--- config.mk ---
export PLATFORM = sky130hd
export DESIGN_NAME = multicycle_adder_subtractor_flat
export DESIGN_NICKNAME = d
export VERILOG_FILES = /design/src/rtl/multicycle_adder_subtractor_if.sv /design/src/rtl/multicycle_adder_subtractor.sv /design/src/flat_wrapper.sv
export SDC_FILE = /design/constraint.sdc
export NUM_CORES = 1
export LEC_CHECK = 0
export ABC_AREA = 1
export ABC_CLOCK_PERIOD_IN_PS = 2200
export CAP_MARGIN = 15
export CORE_MARGIN = 2
export CORE_UTILIZATION = 35
export DETAILED_ROUTE_END_ITERATION = 7
export DONT_BUFFER_PORTS = 1
export GPL_TIMING_DRIVEN = 0
export PLACE_DENSITY = 0.58
export SETUP_SLACK_MARGIN = 0.5
export SKIP_CTS_REPAIR_TIMING = 1
export SYNTH_ARGS = -nofsm -noshare
export SYNTH_HDL_FRONTEND = slang
export SYNTH_SLANG_ARGS = --single-unit
export TNS_END_PERCENT = 50
--- constraint.sdc ---
create_clock -name clk -period 2.2 [get_ports clk]
set_input_delay 0.44 -clock clk [delete_from_list [all_inputs] [get_ports clk]]
set_output_delay 0.44 -clock clk [all_outputs]
set_load 0.02 [all_outputs]
--- src/rtl/multicycle_adder_subtractor_if.sv ---
// multicycle_adder_subtractor_if: start/busy/done operand and result bus for the multicycle adder-subtractor
interface multicycle_adder_subtractor_if #(parameter int WIDTH = 16);
  logic start, sub, CI, busy, done, CO, OV;
  logic [WIDTH-1:0] A, B, S;
  modport master(output start, sub, A, B, CI, input busy, done, S, CO, OV);
  modport slave(input start, sub, A, B, CI, output busy, done, S, CO, OV);
endinterface

--- src/rtl/multicycle_adder_subtractor.sv ---
// multicycle_adder_subtractor: WIDTH-bit add/subtract, DIGIT bits per cycle, carry chained through a register
module multicycle_adder_subtractor #(
  parameter int WIDTH = 16,
  parameter int DIGIT = 4
) (
  input logic clk,
  input logic rst,
  multicycle_adder_subtractor_if.slave bus
);
  localparam int N = WIDTH / DIGIT;
  localparam int CW = N > 1 ? $clog2(N) : 1;
  typedef enum logic [1:0] {IDLE, RUN, DONE} state_t;
  state_t r_state;
  logic [WIDTH-1:0] r_a, r_b, r_acc, r_s;
  logic [CW-1:0] r_cnt;
  logic r_c, r_busy, r_done, r_co, r_ov;
  logic [DIGIT-1:0] w_da, w_db;
  logic [DIGIT:0] w_sum;
  logic [WIDTH+DIGIT-1:0] w_cat;
  logic w_last, w_cmsb;
  assign w_da = r_a[int'(r_cnt) * DIGIT +: DIGIT];
  assign w_db = r_b[int'(r_cnt) * DIGIT +: DIGIT];
  assign w_sum = {1'b0, w_da} + {1'b0, w_db} + {{DIGIT{1'b0}}, r_c};
  // new digit enters at the top; after N shifts the result is aligned
  assign w_cat = {w_sum[DIGIT-1:0], r_acc};
  assign w_cmsb = w_da[DIGIT-1] ^ w_db[DIGIT-1] ^ w_sum[DIGIT-1];
  assign w_last = r_cnt == CW'(N - 1);
  always_ff @(posedge clk or posedge rst)
    if (rst) begin
      r_state <= IDLE;
      r_a <= '0;
      r_b <= '0;
      r_acc <= '0;
      r_s <= '0;
      r_cnt <= '0;
      r_c <= 1'b0;
      r_busy <= 1'b0;
      r_done <= 1'b0;
      r_co <= 1'b0;
      r_ov <= 1'b0;
    end else begin
      r_done <= 1'b0;
      if (r_state == RUN) begin
        r_acc <= w_cat[WIDTH+DIGIT-1:DIGIT];
        r_c <= w_sum[DIGIT];
        r_cnt <= r_cnt + 1'b1;
        if (w_last) begin
          r_s <= w_cat[WIDTH+DIGIT-1:DIGIT];
          r_co <= w_sum[DIGIT];
          r_ov <= w_cmsb ^ w_sum[DIGIT];
          r_done <= 1'b1;
          r_busy <= 1'b0;
          r_state <= DONE;
        end
      end else if (bus.start) begin
        r_a <= bus.A;
        r_b <= bus.B ^ {WIDTH{bus.sub}};
        r_c <= bus.CI ^ bus.sub;
        r_cnt <= '0;
        r_busy <= 1'b1;
        r_state <= RUN;
      end else
        r_state <= IDLE;
    end
  assign bus.busy = r_busy;
  assign bus.done = r_done;
  assign bus.S = r_s;
  assign bus.CO = r_co;
  assign bus.OV = r_ov;
endmodule

--- src/flat_wrapper.sv ---
// flat-port wrapper written by rule: the top's interface ports become plain ports
module multicycle_adder_subtractor_flat 
#(
  parameter int WIDTH = 16,
  parameter int DIGIT = 4
)
  (clk, rst, bus_start, bus_sub, bus_A, bus_B, bus_CI, bus_busy, bus_done, bus_S, bus_CO, bus_OV);
  multicycle_adder_subtractor_if #(.WIDTH(WIDTH)) bus_i ();
  input logic clk;
  input logic rst;
  input wire logic [$bits(bus_i.start)-1:0] bus_start;
  input wire logic [$bits(bus_i.sub)-1:0] bus_sub;
  input wire logic [$bits(bus_i.A)-1:0] bus_A;
  input wire logic [$bits(bus_i.B)-1:0] bus_B;
  input wire logic [$bits(bus_i.CI)-1:0] bus_CI;
  output wire logic [$bits(bus_i.busy)-1:0] bus_busy;
  output wire logic [$bits(bus_i.done)-1:0] bus_done;
  output wire logic [$bits(bus_i.S)-1:0] bus_S;
  output wire logic [$bits(bus_i.CO)-1:0] bus_CO;
  output wire logic [$bits(bus_i.OV)-1:0] bus_OV;
  assign bus_i.start = bus_start;
  assign bus_i.sub = bus_sub;
  assign bus_i.A = bus_A;
  assign bus_i.B = bus_B;
  assign bus_i.CI = bus_CI;
  assign bus_busy = bus_i.busy;
  assign bus_done = bus_i.done;
  assign bus_S = bus_i.S;
  assign bus_CO = bus_i.CO;
  assign bus_OV = bus_i.OV;
  multicycle_adder_subtractor #(.WIDTH(WIDTH), .DIGIT(DIGIT)) u_core (.clk(clk), .rst(rst), .bus(bus_i));
endmodule
# ---- Word level (Yosys, flattened, before mapping)
# Index checks and enable logic that the tools add are counted.
dict set report word_totals {
  regBits 73
  in_bits 37
  out_inout_bits 20
  word_cells 41
}
dict set report classes {
  add_sub_neg 3
  n_eq_ne 3
  shifts 2
  n_mux 12
  n_bitwise 6
  n_reduce_logical 4
}
# op n
set ops {}
lappend ops {{16-bit by 5-bit indexed part select with 4-bit output} 2}
lappend ops {{16-bit bitwise XOR} 1}
lappend ops {{1-bit two-way mux} 8}
lappend ops {{2-bit two-way mux} 4}
lappend ops {{2-bit AND reduction} 3}
lappend ops {{4-bit by 4-bit adder with 5-bit output} 1}
lappend ops {{5-bit by 1-bit adder with 5-bit output} 1}
lappend ops {{1-bit bitwise XOR} 4}
lappend ops {{2-bit by 1-bit adder with 2-bit output (second input constant)} 1}
lappend ops {{2-bit by 1-bit == test with 1-bit output (second input constant)} 1}
lappend ops {{2-bit == test (second input constant)} 1}
lappend ops {{2-bit by 1-bit != test with 1-bit output (second input constant)} 1}
lappend ops {{2-bit nonzero test} 1}
lappend ops {{1-bit inverter} 1}

# ---- Longest topological paths before layout
dict set report depth {
  depth_word 5
  ltp_mapped 15
}

# ---- Least setup slack after synthesis
# Ideal clock, no wire load.
dict set report synth_timing {
  kind {reg-to-reg}
  from {register u_core.r_cnt[0]}
  to {register u_core.r_ov (netlist: u_core.bus.OV)}
  arrival_time_ns 2.130
  slack_ns 0.005
  path_stages_with_launch 16
  synth_period_minus_slack_ns 2.195
  path_cell_list {dfrtp_1 buf_2 inv_1 buf_2 nor2_1 o22ai_1 fa_1 inv_1 fa_1 inv_1 nand2_1 nand2_1 nand2_1 nand2_1 nand3_1 nand2_1}
}
dict set report synth_between {
  elab_chain_cells 5
  word_cells_on_any_way 9
  cone_classes {add/sub (2); eq/ne (1); shift (2); bitwise (3); reduce/logical (1)}
}
# element line
set synth_lines {}
lappend synth_lines {{from (decl)} multicycle_adder_subtractor.sv:15} ;# logic [CW-1:0] r_cnt;
lappend synth_lines {{from (signal assigned)} multicycle_adder_subtractor.sv:46} ;# r_cnt <= r_cnt + 1'b1;
lappend synth_lines {{16-bit by 5-bit indexed part select with 4-bit output, on equally long branches} {multicycle_adder_subtractor.sv:21, multicycle_adder_subtractor.sv:22}}
lappend synth_lines {{4-bit by 4-bit adder with 5-bit output} multicycle_adder_subtractor.sv:23} ;# assign w_sum = {1'b0, w_da} + {1'b0, w_db} + {{DIGIT{1'b0}}, r_c};
lappend synth_lines {{5-bit by 1-bit adder with 5-bit output} multicycle_adder_subtractor.sv:23}
lappend synth_lines {{1-bit bitwise XOR} multicycle_adder_subtractor.sv:26} ;# assign w_cmsb = w_da[DIGIT-1] ^ w_db[DIGIT-1] ^ w_sum[DIGIT-1];
lappend synth_lines {{1-bit bitwise XOR} multicycle_adder_subtractor.sv:50} ;# r_ov <= w_cmsb ^ w_sum[DIGIT];
lappend synth_lines {{to (signal assigned)} multicycle_adder_subtractor.sv:50}
lappend synth_lines {{to (decl)} multicycle_adder_subtractor.sv:16} ;# logic r_c, r_busy, r_done, r_co, r_ov;
# Parallel ways exist; a longest one is shown, timed or not.
# A chain may end at the register's enable or synchronous reset.

# ---- Worst setup path after layout
# Same ends and word-level chain as after synthesis.

==> run_results.csv <==
group,metric,value,unit
worst_hold_path,hp-class,"in -> async",
logic_synthesis,syn-num-nets,401,
drt,avgRoutedWirePerCell,14.2,µm
floorplan,fp.dieW,99.0,µm
floorplan,start_util,36.2,%
final_layout,register_area,1730,µm²
logic_synthesis,synth-xor-area-share,4.99,%
logic_synthesis,avgSynthCellArea,8.82,µm²
placement,place_area,3340,µm²
final_layout,fin_cells,489,
timing,hold_viol_final,0,
timing,fin_crit,2.22,ns
critical_path,start_kind,"flip-flop",
drt,viasPerCell,4.79,
timing,max_slew_margin,50.0,%
power,switchingPower,2.89,mW
clock_network,clkTransAtPathRegs,0.07,ns
placement,hpwlAfterDp,4.87,mm
timing,setup_viol,2,
global_routing,antenna_found_initial,0,
clock_network,clockBufferDepth,2,
run_status,violations,"setup timing",
logic_synthesis,syn-cell-area,3160,µm²
power,leakage,1.80,nW
logic_synthesis,synth-warning-count,0,
logic_synthesis,ys_seq_elements,69,
placement,pre_cts_slack,-0.314,ns
placement,dp.cells,467,
floorplan,fp.dieH,99.0,µm
final_layout,stdcell_area,3670,µm²
critical_path,worstSetupPathType,"reg -> reg",
logic_synthesis,ys_types,24,
clock_network,clkLatencyLatePin,0.35,ns
critical_path,endpoint_kind,"flip-flop",
timing,fin_crit_sh,101,%
logic_synthesis,netlist_instances,358,
global_routing,grtUsageTotal,14.7,%
drt,via_count,2342,
placement,port-buffer-count,0,
final_layout,nNetsFinal,421,
clock_network,numCtsBuffers,9,
floorplan,dieArea,9800,µm²
power,seqPwrFrac,36.5,%
placement,place.gp.congestion,0.837,
final_layout,final_layout_size_suffix_gt1_share,17.8,%
run_status,status,"finished, violations left",
timing,fin_skew,0.00888,ns
power,p_int,3.70,mW
logic_synthesis,synthMuxAreaShare,0,%
clock_network,tritoncts,"yes",
drt,drt_iter0_drc,112,
clock_network,htree_num_levels,3,
timing,max_freq,451,MHz
power,power.share.switching,43.8,%
final_layout,final_core_util,42.1,%
clock_network,numClockSinks,69,
final_layout,final_cell_mix,"nand2_1, dfrtp_1, o21ai_0, nor2_1, xnor2_1",
final_layout,nFillCells,911,
power,comb_power_share,50.4,%
job,maxCapViolations,0,
drt,route.detailed.drc,0,
final_layout,final_common_cell,"nand2_1",
logic_synthesis,synthAdderAreaFrac,2.85,%
drt,first_pass_iters,4,
final_layout,synthToLayoutAreaGrowth,16.2,%
logic_synthesis,synthSimpleGateAreaFrac,21.9,%
global_routing,grt_pass1_vias,2299,
final_layout,antenna_cells,0,
power,ir_drop,728,µV
timing,worst_slack,-0.0152,ns
logic_synthesis,synth_top_family_by_area,"simple AND/OR/NAND/NOR gates",
timing,drv_slew,0,
timing,rsz0062_at_grt,"yes",
drt,ant_nets,0,
power,total_power,6.59,mW
logic_synthesis,synth_compound_area_share,9.62,%
power,clockPowerShare,13.1,%
final_layout,multiInputGateArea,1330,µm²
floorplan,row_count,34,
drt,wirelength,6.96,mm
floorplan,core,8720,µm²
timing,worst_pin_slew,0.748,ns
global_routing,grt_first_pass_wirelength,11.2,mm
logic_synthesis,seq_area_frac_synth,54.7,%
power,p_per_area,1800,nW/µm²
critical_path,worstPathRequired,2.44,ns
clock_network,cts_root_buf,"clkbuf_8",
critical_path,cp_max_fo,10,
global_routing,grt_max_degree,37,
critical_path,arrival,2.46,ns
floorplan,pin_count,57,
global_routing,grt.overflow.total,0,
registers in the layout, summed over array words and instances (netlist names):
name / cells
u_core.bus.S: 16
u_core.r_a: 16
u_core.r_b: 16
u_core.r_acc: 12
u_core.r_cnt: 2
u_core.r_state: 2
u_core.bus.CO: 1
u_core.bus.OV: 1
u_core.bus.busy: 1
u_core.bus.done: 1
u_core.r_c: 1
metal layers:
layer	global-route usage, %	wire length (µm)	vias up	part of all wire (%)
li1	-	-	1175	-
met3	6.03	433	6	6.2
met5	0	0	-	0
met4	3.48	50	0	0.72
met2	23.9	3390	57	49
met1	18.3	3080	1104	44
critical path: stages, from the launching register on:
cell and delay (ns):
dfrtp_1 0.39, buf_6 0.15, buf_4 0.17, nor2_2 0.14, o22ai_4 0.10, fa_2 0.42, inv_2 0.08, fa_2 0.21
inv_2 0.04, nand2_1 0.05, nand2_1 0.06, nand2_2 0.10, nand2_2 0.05, nand3_2 0.08, nand2_1 0.05
Yosys cell counts:
library cell / n / area share [%]
nand2_1: 140 / 17
dfrtp_1: 69 / 55
o21ai_0: 44 / 7.0
nor2_1: 18 / 2.1
inv_1: 17 / 2.0
xnor2_1: 17 / 4.7
buf_2: 8 / 1.3
nand3_1: 7 / 1.1
buf_6: 6 / 2.1
o22ai_1: 6 / 1.2
ha_1: 4 / 1.6
o21ai_1: 4 / 0.63
clkbuf_1: 3 / 0.36
a21oi_1: 2 / 0.32
fa_1: 2 / 1.3
inv_2: 2 / 0.24
or2_2: 2 / 0.40
a22o_1: 1 / 0.28
nand2_4: 1 / 0.36
nand3b_1: 1 / 0.24
nor2_4: 1 / 0.36
nor2_8: 1 / 0.63
o211ai_1: 1 / 0.24
xor2_1: 1 / 0.28
cells by family after synthesis:
kind of cell | count (synthesis)
AOI/OAI and AO/OA | 58
buffers and inverters | 36
DFF | 69
adders and majority gates | 6
xor gates and xnor gates | 18
and+or+nand+nor | 171
area by class of cell:
cell class / count / share of cell area (%)
well taps: 108 / 3.68
plain buffers: 17 / 3.89
multi-input cells: 253 / 36.3
clock buffers: 9 / 3.38
repair buffers: 9 / 2.52
inverters: 19 / 2.32
flip-flops and latches: 69 / 47.1
clock inverters: 5 / 0.818
per-stage QoR:
stage | hold WS, ns | TNS (ns)
final | 0.0836 | -0.0185
after global routing | 0.122 | -0.509
after CTS | 0.109 | -1.78
after detailed placement | 0.459 | -1.52
after global placement | 0.455 | -1.07
after floorplan | 0.437 | 0
final timing paths:
kind / start / end / slack [ns] / depth (start not counted)
worst max-delay path: u_core.r_cnt[0] / u_core.bus.OV / -0.02 / 14
worst min-delay path: rst / u_core.r_b[6] / 0.08 / 1
worst max register to register: u_core.r_cnt[0] / u_core.bus.OV / -0.02 / 14
worst min register to register: u_core.r_a[11] / u_core.r_a[11] / 0.47 / 2
max in group asynchronous: rst / u_core.r_acc[15] / 1.50 / 2
min in group clk: bus_A[3] / u_core.r_a[3] / 0.20 / 2
power groups by stage:
| stage | sequential (mW) | clock, mW | combinational [mW] |
|---|---|---|---|
| 6_report | 2.41 | 0.860 | 3.32 |
| 5_1_grt | 2.47 | 0.938 | 3.75 |
| 4_1_cts | 2.40 | 0.880 | 2.81 |
| 3_5_place_dp | 2.42 | 0 | 2.79 |
| 3_3_place_gp | 2.41 | 0 | 2.70 |
| 2_1_floorplan | 2.30 | 0 | 2.17 |
Note: power is estimated with default switching activity, not from simulation.
